### src/rtl/comparator_minmax_stream_pkg.sv
// Shared constants and FSM state encoding for the min/max stream sink.
package comparator_minmax_stream_pkg;

  localparam int unsigned SIZE_DEF  = 32;
  localparam int unsigned CNT_W_DEF = 16;

  typedef enum logic [1:0] {
    IDLE  = 2'd0,
    ACCUM = 2'd1,
    DONE  = 2'd2
  } state_t;

endpackage

### src/rtl/comparator.sv
// Unsigned magnitude comparator producing equal/lower/greater flags for a against b.
module comparator
  import comparator_minmax_stream_pkg::*;
#(
  parameter int unsigned SIZE = SIZE_DEF
) (
  input  logic [SIZE-1:0] a,
  input  logic [SIZE-1:0] b,
  output logic            equal,
  output logic            lower,
  output logic            greater
);

  assign equal   = (a == b);
  assign lower   = (a < b);
  assign greater = (a > b);

endmodule

### src/rtl/comparator_minmax_stream.sv
// Streaming sink tracking running min/max, first-occurrence indices and beat count per packet.
module comparator_minmax_stream
  import comparator_minmax_stream_pkg::*;
#(
  parameter int unsigned SIZE  = SIZE_DEF,
  parameter int unsigned CNT_W = CNT_W_DEF
) (
  input  logic             clk,
  input  logic             rst_n,
  input  logic             in_valid,
  output logic             in_ready,
  input  logic [SIZE-1:0]  in_data,
  input  logic             in_last,
  output logic             out_valid,
  input  logic             out_ready,
  output logic [SIZE-1:0]  out_min,
  output logic [SIZE-1:0]  out_max,
  output logic [CNT_W-1:0] out_min_idx,
  output logic [CNT_W-1:0] out_max_idx,
  output logic [CNT_W-1:0] out_count,
  output logic             out_sat
);

  localparam logic [CNT_W-1:0] CNT_MAX = '1;

  state_t           state_q, state_d;
  logic [SIZE-1:0]  min_q, min_d, max_q, max_d;
  logic [CNT_W-1:0] min_idx_q, min_idx_d, max_idx_q, max_idx_d;
  logic [CNT_W-1:0] count_q, count_d;
  logic             sat_q, sat_d;

  logic a_eq, a_lt, a_gt;
  logic b_eq, b_lt, b_gt;
  logic unused_flags;

  comparator #(.SIZE(SIZE)) u_cmp_min (
    .a       (in_data),
    .b       (min_q),
    .equal   (a_eq),
    .lower   (a_lt),
    .greater (a_gt)
  );

  comparator #(.SIZE(SIZE)) u_cmp_max (
    .a       (in_data),
    .b       (max_q),
    .equal   (b_eq),
    .lower   (b_lt),
    .greater (b_gt)
  );

  // Ties and opposite-direction flags never update the accumulators.
  assign unused_flags = ^{a_eq, a_gt, b_eq, b_lt};

  always_ff @(posedge clk or negedge rst_n) begin
    if (!rst_n) begin
      state_q   <= IDLE;
      min_q     <= '0;
      max_q     <= '0;
      min_idx_q <= '0;
      max_idx_q <= '0;
      count_q   <= '0;
      sat_q     <= 1'b0;
    end else begin
      state_q   <= state_d;
      min_q     <= min_d;
      max_q     <= max_d;
      min_idx_q <= min_idx_d;
      max_idx_q <= max_idx_d;
      count_q   <= count_d;
      sat_q     <= sat_d;
    end
  end

  // Next-state and accumulator update.
  always_comb begin
    state_d   = state_q;
    min_d     = min_q;
    max_d     = max_q;
    min_idx_d = min_idx_q;
    max_idx_d = max_idx_q;
    count_d   = count_q;
    sat_d     = sat_q;
    unique case (state_q)
      IDLE: begin
        if (in_valid) begin
          min_d     = in_data;
          max_d     = in_data;
          min_idx_d = '0;
          max_idx_d = '0;
          count_d   = CNT_W'(1);
          sat_d     = 1'b0;
          state_d   = in_last ? DONE : ACCUM;
        end
      end
      ACCUM: begin
        if (in_valid) begin
          if (a_lt) begin
            min_d     = in_data;
            min_idx_d = count_q;
          end
          if (b_gt) begin
            max_d     = in_data;
            max_idx_d = count_q;
          end
          if (count_q == CNT_MAX) begin
            sat_d = 1'b1;
          end else begin
            count_d = count_q + CNT_W'(1);
          end
          if (in_last) begin
            state_d = DONE;
          end
        end
      end
      DONE: begin
        if (out_ready) begin
          state_d = IDLE;
          sat_d   = 1'b0;
        end
      end
      default: state_d = IDLE;
    endcase
  end

  assign in_ready    = (state_q == IDLE) || (state_q == ACCUM);
  assign out_valid   = (state_q == DONE);
  assign out_min     = min_q;
  assign out_max     = max_q;
  assign out_min_idx = min_idx_q;
  assign out_max_idx = max_idx_q;
  assign out_count   = count_q;
  assign out_sat     = sat_q;

endmodule

### config.mk
export PLATFORM = sky130hd
export DESIGN_NAME = comparator_minmax_stream
export DESIGN_NICKNAME = d
export VERILOG_FILES = /design/src/rtl/comparator_minmax_stream_pkg.sv /design/src/rtl/comparator.sv /design/src/rtl/comparator_minmax_stream.sv
export SDC_FILE = /design/constraint.sdc
export NUM_CORES = 1
export LEC_CHECK = 0
export BUFFER_PORTS_ARGS = -buffer_cell sky130_fd_sc_hd__clkbuf_2
export CAP_MARGIN = 20
export CELL_PAD_IN_SITES_DETAIL_PLACEMENT = 0
export CELL_PAD_IN_SITES_GLOBAL_PLACEMENT = 1
export CORE_MARGIN = 1
export CORE_UTILIZATION = 45
export CTS_CLUSTER_SIZE = 24
export DETAILED_ROUTE_END_ITERATION = 10
export GPL_ROUTABILITY_DRIVEN = 1
export GPL_TIMING_DRIVEN = 0
export PLACE_DENSITY = 0.91
export SLEW_MARGIN = 10
export SYNTH_ARGS = -nofsm -noshare
export SYNTH_HDL_FRONTEND = slang
export SYNTH_SLANG_ARGS = --single-unit
### constraint.sdc
create_clock -name clk -period 5.6 [get_ports clk]
set_input_delay 0.84 -clock clk [delete_from_list [all_inputs] [get_ports clk]]
set_output_delay 0.84 -clock clk [all_outputs]
set_load 0.01 [all_outputs]
==> qor.csv, run 1 <==
metric;value;unit
GR Util All Layers;25.7;%
Placed Instance Area;8100;um2
Num CTS Buffers;17;
post-synthesis net count;826;
WL/cell;18.0;um
Cells after DPL;1088;
Max H-tree Level;4;
#FFs+latches synth;115;
row cnt;45;
number of synthesized flops with an enable pin;0;
Worst-Margin Slew;756;ps
startpoint class of the critical path;primary input;
largest net degree at the start of global routing;61;
DRC violations left;0;
status;complete, no violations;
remaining global-route overflow;0;
Synth area leader;dfrtp_1;
CP most frequent cell;nand4_1;
clock transition at the registers of the reported paths;60;ps
final non-filler cell total;1120;
DRT antenna net count;0;
Synth Area per Inst;9.71;um2
vias in the first global route;6063;
Post-CTS Setup Inserts;0;
Setup TNS Final;0;ps
Yosys warning count;0;
layout net count;997;
detailed-route wire length;20.1;mm
# setup viols final;0;
CP arrival;3560;ps
max-slew violation count;0;
area of the die;16200;um2
Max-Cap Viols;0;
Yosys top cell area share;40.9;%
clk buf depth;2;
Synth area leaders;dfrtp_1 (41%), ha_1 (11%), nand3_1 (5.5%);
Async S/R FF share, synth;100;%
Cell Chain, Critical Path;clkbuf_2 -> ha_1 -> nand4_1 -> nor4_1 -> nand4_1 -> o2111ai_1 -> buf_2 -> o22ai_1;
Clk Latency, worst-skew pair;420;ps
DIE WIDTH;127;um
initial antenna violation count;0;
IO Port Bufs;151;
Synth Flop Type;dfrtp_1;
crit-path max FO;10;
RSZ-0062 raised after global routing;no;
critical path depth;8;
HPWL Detailed;14.4;mm
R2R Setup Slk;2470;ps
Core Footprint;15300;um2
post-CTS sizing;0;
Power Density;425;nW/um2
Clock Skews;8.15;ps
commonest non-fill, non-tap cell in the layout;clkbuf_2;
Crit-path slowest cell;o2111ai_1;
Die Ht;127;um
worst reg2reg endpoint;out_min_idx[6];
via count;6533;
R2R depth;8;
CTS tree;done;
most frequent cells in the layout;clkbuf_2 (150), dfrtp_1 (115), inv_1 (84);
r2r startpoint;out_min[30];
starting DRC count in detailed routing;814;
Final Hold Violating Endpoints;0;
area delta synth->final;23.6;%
GPL Wtd Cong;0.830;
Root Buffer;clkbuf_16;
Fmax achieved;0.306;GHz
Seq/Total Area, Yosys;40.9;%
Initial Util;46.2;%
Clock Sinks;115;
CP max stage delay;700;ps
Worst Path Buf+Inv;2;
worst min-delay path class;in -> async;
worst vdd ir;0.217;mV
first-pass GRT wire length;32.5;mm
post-synth cell types;50;
Pleak;0.00420;uW
vias per cell;5.83;
cells after synthesis;725;
drt pass-1 iters;9;
relative slew slack;49.4;%
I/O pins;152;
Post-Syn Area;7040;um2
Final min period;3260;ps
share of layout cells above drive strength 1;24.9;%
critical path class;in -> reg;
critical path capture point type;flip-flop;
diode count;0;
final instance area;8710;um2
final worst path period share;58.3;%
hold_buf cts;0;
worst slack, placed;2000;ps
family with the most delay on the worst path;simple AND/OR/NAND/NOR gates;
setup ws final;2340;ps
data required time of the critical path;5900;ps
-- layout make-up --
type	count	area (um2)
Fill cell	1353	6550
Inverter	84	315
Multi-Input combinational cell	482	3650
Tap cell	211	264
Buffer	44	203
Timing Repair Buffer	152	792
Clock buffer	18	429
Clock inverter	14	180
Sequential cell	115	2880
-- metrics by stage --
stage,power (uW),util (%),hold slack [ps]
final,3700,57.1,378
after global routing,3930,57.1,414
after CTS,3700,57.1,398
after detailed placement,2570,53.1,494
after global placement,2540,52.8,489
after floorplan,2050,-,478
-- cells in the mapped netlist (2+ instances only) --
| cell | instances |
|---|---|
| buf_2 | 6 |
| mux2i_1 | 2 |
| clkbuf_1 | 32 |
| nor2_1 | 24 |
| nand4_1 | 16 |
| mux2_1 | 4 |
| a222oi_1 | 32 |
| a21oi_1 | 24 |
| o21a_1 | 2 |
| nand2b_1 | 3 |
| dfrtp_1 | 115 |
| o211ai_1 | 2 |
| a21o_1 | 6 |
| xnor2_1 | 12 |
| buf_6 | 3 |
| o21ai_0 | 11 |
| a211o_1 | 3 |
| nor4_1 | 5 |
| ha_1 | 64 |
| buf_4 | 2 |
| a221o_1 | 2 |
| o22ai_1 | 17 |
| nand3_1 | 77 |
| mux2_2 | 28 |
| o2111ai_1 | 33 |
| a22o_1 | 17 |
| nand2_1 | 36 |
| inv_1 | 84 |
| and2_1 | 33 |
| nor3_1 | 5 |
| and4_1 | 4 |
| nor2b_1 | 3 |
-- state kept, by name, summed over array words and instances, names as in the netlist --
| register | flops |
|---|---|
| out_max_idx | 16 |
| out_sat | 1 |
| out_min | 32 |
| out_count | 16 |
| out_max | 32 |
| out_min_idx | 16 |
| state_q | 2 |
-- cells by family (layout without fill, tap and decap cells) --
family          Yosys count  after routing  share of synthesized area, %
flops                   115            115                          40.9
mux                      34             34                          5.40
buf+inv                 128            312                          7.36
compound gates          161            161                          18.2
simple gates            211            211                          15.3
xor+xnor                 12             12                          1.49
fa+ha+maj                64             64                          11.4
-- worst register-to-register path: stages (launching register included) --
cell	delay (ps)
dfrtp_1	410
inv_1	60
ha_1	290
nand4_1	200
nor4_1	510
nand4_1	380
o2111ai_1	700
buf_2	340
o22ai_1	110
-- where the power goes --
part	switching, uW	leakage (uW)	internal [uW]
logic	836	0.00247	558
registers	180	0.00145	1000
clock network	419	0.000280	705
total	1440	0.00420	2260
-- worst max-delay path by stage --
stage / startpoint / end / slack [ps]
after floorplan: in_data[7] / out_max[27] / 2650
final: in_data[29] / out_min_idx[6] / 2340
after global placement: rst_n / out_min_idx[11] / 1870
after detailed placement: in_data[29] / out_min_idx[6] / 2000
after CTS: in_data[29] / out_min_idx[6] / 2400
after global routing: in_data[29] / out_min_idx[6] / 2040
-- routing by layer --
| metal | vias to the layer above | GRT usage (%) | wire, um |
|---|---|---|---|
| met5 | - | 0 | 0 |
| met4 | 0 | 8.12 | 379 |
| met3 | 29 | 5.03 | 1410 |
| met2 | 284 | 39.8 | 9220 |
| met1 | 3164 | 36.4 | 9100 |
| li1 | 3056 | - | - |
Power figures use the tool's default switching activity.
==> run 2: changes to the inputs <==
Settings changed: CORE_UTILIZATION 45 to 42, PLACE_DENSITY 0.91 to 0.86.
Clock period 5.6 ns to 3.37 ns, I/O delays scaled along.
==> run 2 against run 1 <==
Against the previous run: sequential power rose by 65%; via count shrank 1.5%; global-route usage is 1.7 points lower; largest cell class unchanged; largest power group unchanged.
==> qor.csv, run 2 (synthesis gave the netlist of run 1 again) <==
metric;value;unit;change
data required time of the critical path;3670;ps;was 5900 ps
critical path capture point type;flip-flop;;unchanged
Max-Cap Viols;0;;unchanged
Core Footprint;16100;um2;was 15300 um2
Pleak;0.00416;uW;was 0.00420 uW
share of layout cells above drive strength 1;25.1;%;was 24.9%
# setup viols final;0;;unchanged
Die Ht;131;um;was 127 um
first-pass GRT wire length;32.8;mm;was 32.5 mm
final worst path period share;89.0;%;
DIE WIDTH;131;um;was 127 um
via count;6438;;was 6533
setup ws final;370;ps;was 2340 ps
Num CTS Buffers;17;;unchanged
CTS tree;done;;unchanged
WL/cell;18.1;um;was 18.0 um
RSZ-0062 raised after global routing;no;;unchanged
most frequent cells in the layout;clkbuf_2 (150), dfrtp_1 (115), inv_1 (84);;unchanged
largest net degree at the start of global routing;98;;was 61
HPWL Detailed;14.7;mm;was 14.4 mm
Setup TNS Final;0;ps;unchanged
worst min-delay path class;in -> reg;;was in -> async
final non-filler cell total;1126;;was 1120
Clock Skews;8.90;ps;was 8.15 ps
GR Util All Layers;24.0;%;was 25.7%
worst vdd ir;0.420;mV;was 0.217 mV
I/O pins;152;;unchanged
initial antenna violation count;0;;unchanged
worst slack, placed;-34.8;ps;was 2000 ps
layout net count;998;;was 997
max-slew violation count;0;;unchanged
GPL Wtd Cong;0.825;;was 0.830
Cells after DPL;1093;;was 1088
starting DRC count in detailed routing;769;;was 814
Fmax achieved;0.333;GHz;
crit-path max FO;10;;unchanged
clock transition at the registers of the reported paths;60;ps;about the same
area of the die;17300;um2;was 16200 um2
Worst-Margin Slew;836;ps;was 756 ps
DRT antenna net count;0;;unchanged
row cnt;46;;was 45
CP arrival;3300;ps;was 3560 ps
Clock Sinks;115;;unchanged
relative slew slack;44.1;%;was 49.4%
detailed-route wire length;20.4;mm;was 20.1 mm
area delta synth->final;23.1;%;was 23.6%
Max H-tree Level;4;;unchanged
vias per cell;5.72;;was 5.83
IO Port Bufs;151;;unchanged
Fill cells;1546;;was 1353
vias in the first global route;6097;;was 6063
startpoint class of the critical path;flip-flop;;was primary input
Root Buffer;clkbuf_16;;unchanged
Clk Latency, worst-skew pair;420;ps;about the same
Post-Route Utilization;53.8;%;was 57.1%
critical path class;reg -> reg;;was in -> reg
Final min period;3000;ps;
Power Density;683;nW/um2;was 425 nW/um2
Initial Util;43.7;%;was 46.2%
DRC violations left;0;;unchanged
Final Hold Violating Endpoints;0;;unchanged
diode count;0;;unchanged
drt pass-1 iters;9;;unchanged
clk buf depth;2;;unchanged
commonest non-fill, non-tap cell in the layout;clkbuf_2;;unchanged
R2R Setup Slk;370;ps;was 2470 ps
status;complete, no violations;;unchanged
remaining global-route overflow;0;;unchanged
[run 2: changes by cell type in the layout (fill, tap and decap cells not counted)]
cell	previous run	this run
bufinv_16	3	0
clkbuf_1	33	32
clkbuf_8	1	2
clkinv_2	0	1
clkinvlp_4	5	8
dlygate4sd3_1	0	1
inv_6	3	2
o2111ai_1	33	32
o2111ai_2	0	1
[run 2: critical path: stages, from the launching register on]
cell and delay (ps):
dfrtp_1 390, inv_1 70, ha_1 290, nand4_1 210, nor4_1 550, nand4_1 440, o2111ai_2 510, buf_2 300
o22ai_1 110
[run 2: final cells by class]
class | count | area (um2) | area share, %
Multi-Input combinational cell | 482 | 3650 | 42.1
Sequential cell | 115 | 2880 | 33.2
Timing Repair Buffer | 153 | 802 | 9.25
Clock buffer | 18 | 439 | 5.07
Inverter | 84 | 315 | 3.64
Tap cell | 216 | 270 | 3.12
Buffer | 44 | 203 | 2.34
Clock inverter | 14 | 109 | 1.26
[run 2: path summary, 6_finish.rpt]
| kind | end | cells after the start | from |
|---|---|---|---|
| max | out_min_idx[7] | 8 | out_min[29] |
| min | state_q[1] | 2 | in_last |
| max reg2reg | out_min_idx[7] | 8 | out_min[29] |
| min reg2reg | out_max_idx[6] | 1 | out_max_idx[6] |
| max in group asynchronous | out_count[8] | 3 | rst_n |
| min in group asynchronous | out_max[22] | 2 | rst_n |
[run 2: repair_timing]
action / CTS / global route
buffers inserted: 0 / 0
hold buffers: 1 / 0
setup endpoints to repair: 0 / 10
hold endpoints to repair: 18 / 0
resized for setup: 0 / 1
[run 2: through the flow]
stage,hold WS [ps],power [uW],area [um2]
after CTS,289,5950,8660
final,304,5920,8670
after floorplan,210,3410,7040
after global routing,297,6320,8670
after detailed placement,381,4270,8100
after global placement,490,4220,8070
[run 2: routing by layer]
layer	global-route usage (%)	share of wire, %
met1	33.0	46
met2	36.6	46
met3	5.94	6.4
met4	8.27	1.7
met5	0	0
[run 2: report_power, final]
part / switching, uW / total (uW) / internal [uW]
sequential: 288 / 1950 / 1670
clock: 690 / 1650 / 961
combinational: 1390 / 2320 / 927
==> run 3: changes to the inputs <==
Settings changed: CELL_PAD_IN_SITES_DETAIL_PLACEMENT 0 to 1, SETUP_SLACK_MARGIN from default to 0.15.
==> run 3 against run 2 <==
Against the previous run: cell area rose by 1.6%; utilization grew 0.88 points; routed wire length is 20% higher; register-to-register slack worse by 150 ps; largest cell class unchanged; combinational power increased by 6%; total power grew 10%; clock skew fell by 0.74 ps.
==> qor.csv, run 3 (synthesis gave the netlist of run 1 again) <==
metric;value;unit;change
status;complete, no violations;;unchanged
Fill cells;1904;;was 1546
WL/cell;21.7;um;was 18.1 um
Crit-path slowest cell;a221o_1;;was nor4_1
final worst path period share;93.5;%;was 89.0%
CP most frequent cell;buf_6;;was nand4_1
I/O pins;152;;unchanged
area of the die;17300;um2;unchanged
HPWL Detailed;17.0;mm;was 14.7 mm
data required time of the critical path;3680;ps;was 3670 ps
Worst-Margin Slew;878;ps;was 836 ps
starting DRC count in detailed routing;664;;was 769
via count;6851;;was 6438
Power Density;741;nW/um2;was 683 nW/um2
IO Port Bufs;151;;unchanged
Final min period;3150;ps;was 3000 ps
critical path class;reg -> reg;;unchanged
Pleak;0.00424;uW;was 0.00416 uW
area delta synth->final;25.1;%;was 23.1%
GR Util All Layers;28.9;%;was 24.0%
Fmax achieved;0.317;GHz;was 0.333 GHz
final non-filler cell total;1126;;unchanged
Final Hold Violating Endpoints;0;;unchanged
switch share;38.5;%;was 40.0%
clock transition at the registers of the reported paths;60;ps;about the same
Max H-tree Level;4;;unchanged
layout net count;998;;unchanged
initial antenna violation count;0;;unchanged
crit-path max FO;10;;unchanged
remaining global-route overflow;0;;unchanged
worst vdd ir;0.419;mV;was 0.420 mV
relative slew slack;40.9;%;was 44.1%
commonest non-fill, non-tap cell in the layout;clkbuf_2;;unchanged
DRC violations left;0;;unchanged
CP max stage delay;420;ps;was 550 ps
worst min-delay path class;in -> reg;;unchanged
Cell Chain, Critical Path;inv_1 -> ha_1 -> a21oi_1 -> o21ai_0 -> a221o_1 -> o31a_1 -> o31ai_2 -> buf_6 -> buf_6 -> mux2_1;;was inv_1 -> ha_1 -> nand4_1 -> nor4_1 -> nand4_1 -> o2111ai_2 -> buf_2 -> o22ai_1
footprint of the multi-input gates;3660;um2;was 3650 um2
max-slew violation count;0;;unchanged
Clock Sinks;115;;unchanged
total power;6520;uW;was 5920 uW
Cells after DPL;1093;;unchanged
Core Footprint;16100;um2;unchanged
Num CTS Buffers;17;;unchanged
most frequent cells in the layout;clkbuf_2 (150), dfrtp_1 (115), inv_1 (84);;unchanged
CTS tree;done;;unchanged
Clk pwr share;32.2;%;was 27.9%
worst slack, placed;-106;ps;was -34.8 ps
vias in the first global route;7257;;was 6097
row cnt;46;;unchanged
vias per cell;6.08;;was 5.72
Setup TNS Final;0;ps;unchanged
Post-Route Utilization;54.7;%;was 53.8%
share of layout cells above drive strength 1;25.2;%;was 25.1%
Reg power frac;30.2;%;was 33.0%
net switching power;2510;uW;was 2370 uW
Initial Util;43.7;%;unchanged
detailed-route wire length;24.4;mm;was 20.4 mm
Clk Latency, worst-skew pair;430;ps;was 420 ps
diode count;0;;unchanged
Clock Skews;8.16;ps;was 8.90 ps
FF+latch area;2880;um2;unchanged
critical path capture point type;flip-flop;;unchanged
CP arrival;3460;ps;was 3300 ps
family with the most delay on the worst path;compound AO/OA/AOI/OAI gates;;was simple AND/OR/NAND/NOR gates
GPL Wtd Cong;0.825;;unchanged
Max-Cap Viols;0;;unchanged
Root Buffer;clkbuf_16;;unchanged
drt pass-1 iters;7;;was 9
clk buf depth;2;;unchanged
startpoint class of the critical path;flip-flop;;unchanged
largest net degree at the start of global routing;98;;unchanged
Logic pwr share;37.6;%;was 39.1%
DIE WIDTH;131;um;unchanged
setup ws final;219;ps;was 370 ps
Die Ht;131;um;unchanged
# setup viols final;0;;unchanged
internal power;4010;uW;was 3550 uW
RSZ-0062 raised after global routing;no;;unchanged
DRT antenna net count;0;;unchanged
first-pass GRT wire length;39.4;mm;was 32.8 mm
Worst Path Buf+Inv;3;;was 2
run 3: cell count changes in the layout (fill, tap and decap cells not counted), sizes merged:
cell	delta
bufinv	+6
clkinvlp	-5
clkbuf	+1
clkinv	-1
inv	-1
run 3: final cells by class:
| class | count | share of cell area, % |
|---|---|---|
| Multi-Input combinational cell | 482 | 41.6 |
| Sequential cell | 115 | 32.7 |
| Timing Repair Buffer | 153 | 9.10 |
| Clock buffer | 19 | 5.03 |
| Inverter | 84 | 3.58 |
| Tap cell | 216 | 3.07 |
| Clock inverter | 13 | 2.61 |
| Buffer | 44 | 2.34 |
run 3: worst paths after layout:
path                       slack, ps        endpoint            from  depth (start not counted)
max                              220     out_max[28]      out_max[7]                         10
min                              290      state_q[1]         in_last                          2
max reg2reg                      220     out_max[28]      out_max[7]                         10
min reg2reg                      520  out_max_idx[3]  out_max_idx[3]                          1
max in group asynchronous       2140     out_max[31]           rst_n                          3
min in group asynchronous        490     out_max[22]           rst_n                          2
run 3: power by group through the flow:
stage                     Sequential [uW]  Combinational [uW]  Clock, uW
after floorplan                      2040                1370          0
after global placement               1960                2260          0
after global routing                 2010                2680       2170
final                                1970                2450       2100
after CTS                            1960                2430       2110
after detailed placement             1980                2380          0
run 3: per-stage QoR:
stage | hold WS, ps | cell area (um2)
CTS | 285 | 8790
floorplan | 210 | 7040
global route | 296 | 8810
detailed placement | 379 | 8100
global placement | 490 | 8070
finish | 292 | 8810
run 3: repair_timing:
action / in CTS / in global routing
setup buffers: 0 / 0
gates resized for setup: 1 / 3
hold endpoints to repair: 18 / 0
hold buffers: 1 / 0
setup endpoints to repair: 10 / 18
run 3: routing by layer:
metal  up-vias  routed length (um)  global-route usage [%]
met5         -                   0                       0
met4         0                 935                    14.3
met3        66                1410                    6.10
met2       286               11800                    47.6
met1      3453               10300                    36.0
li1       3046                   -                       -
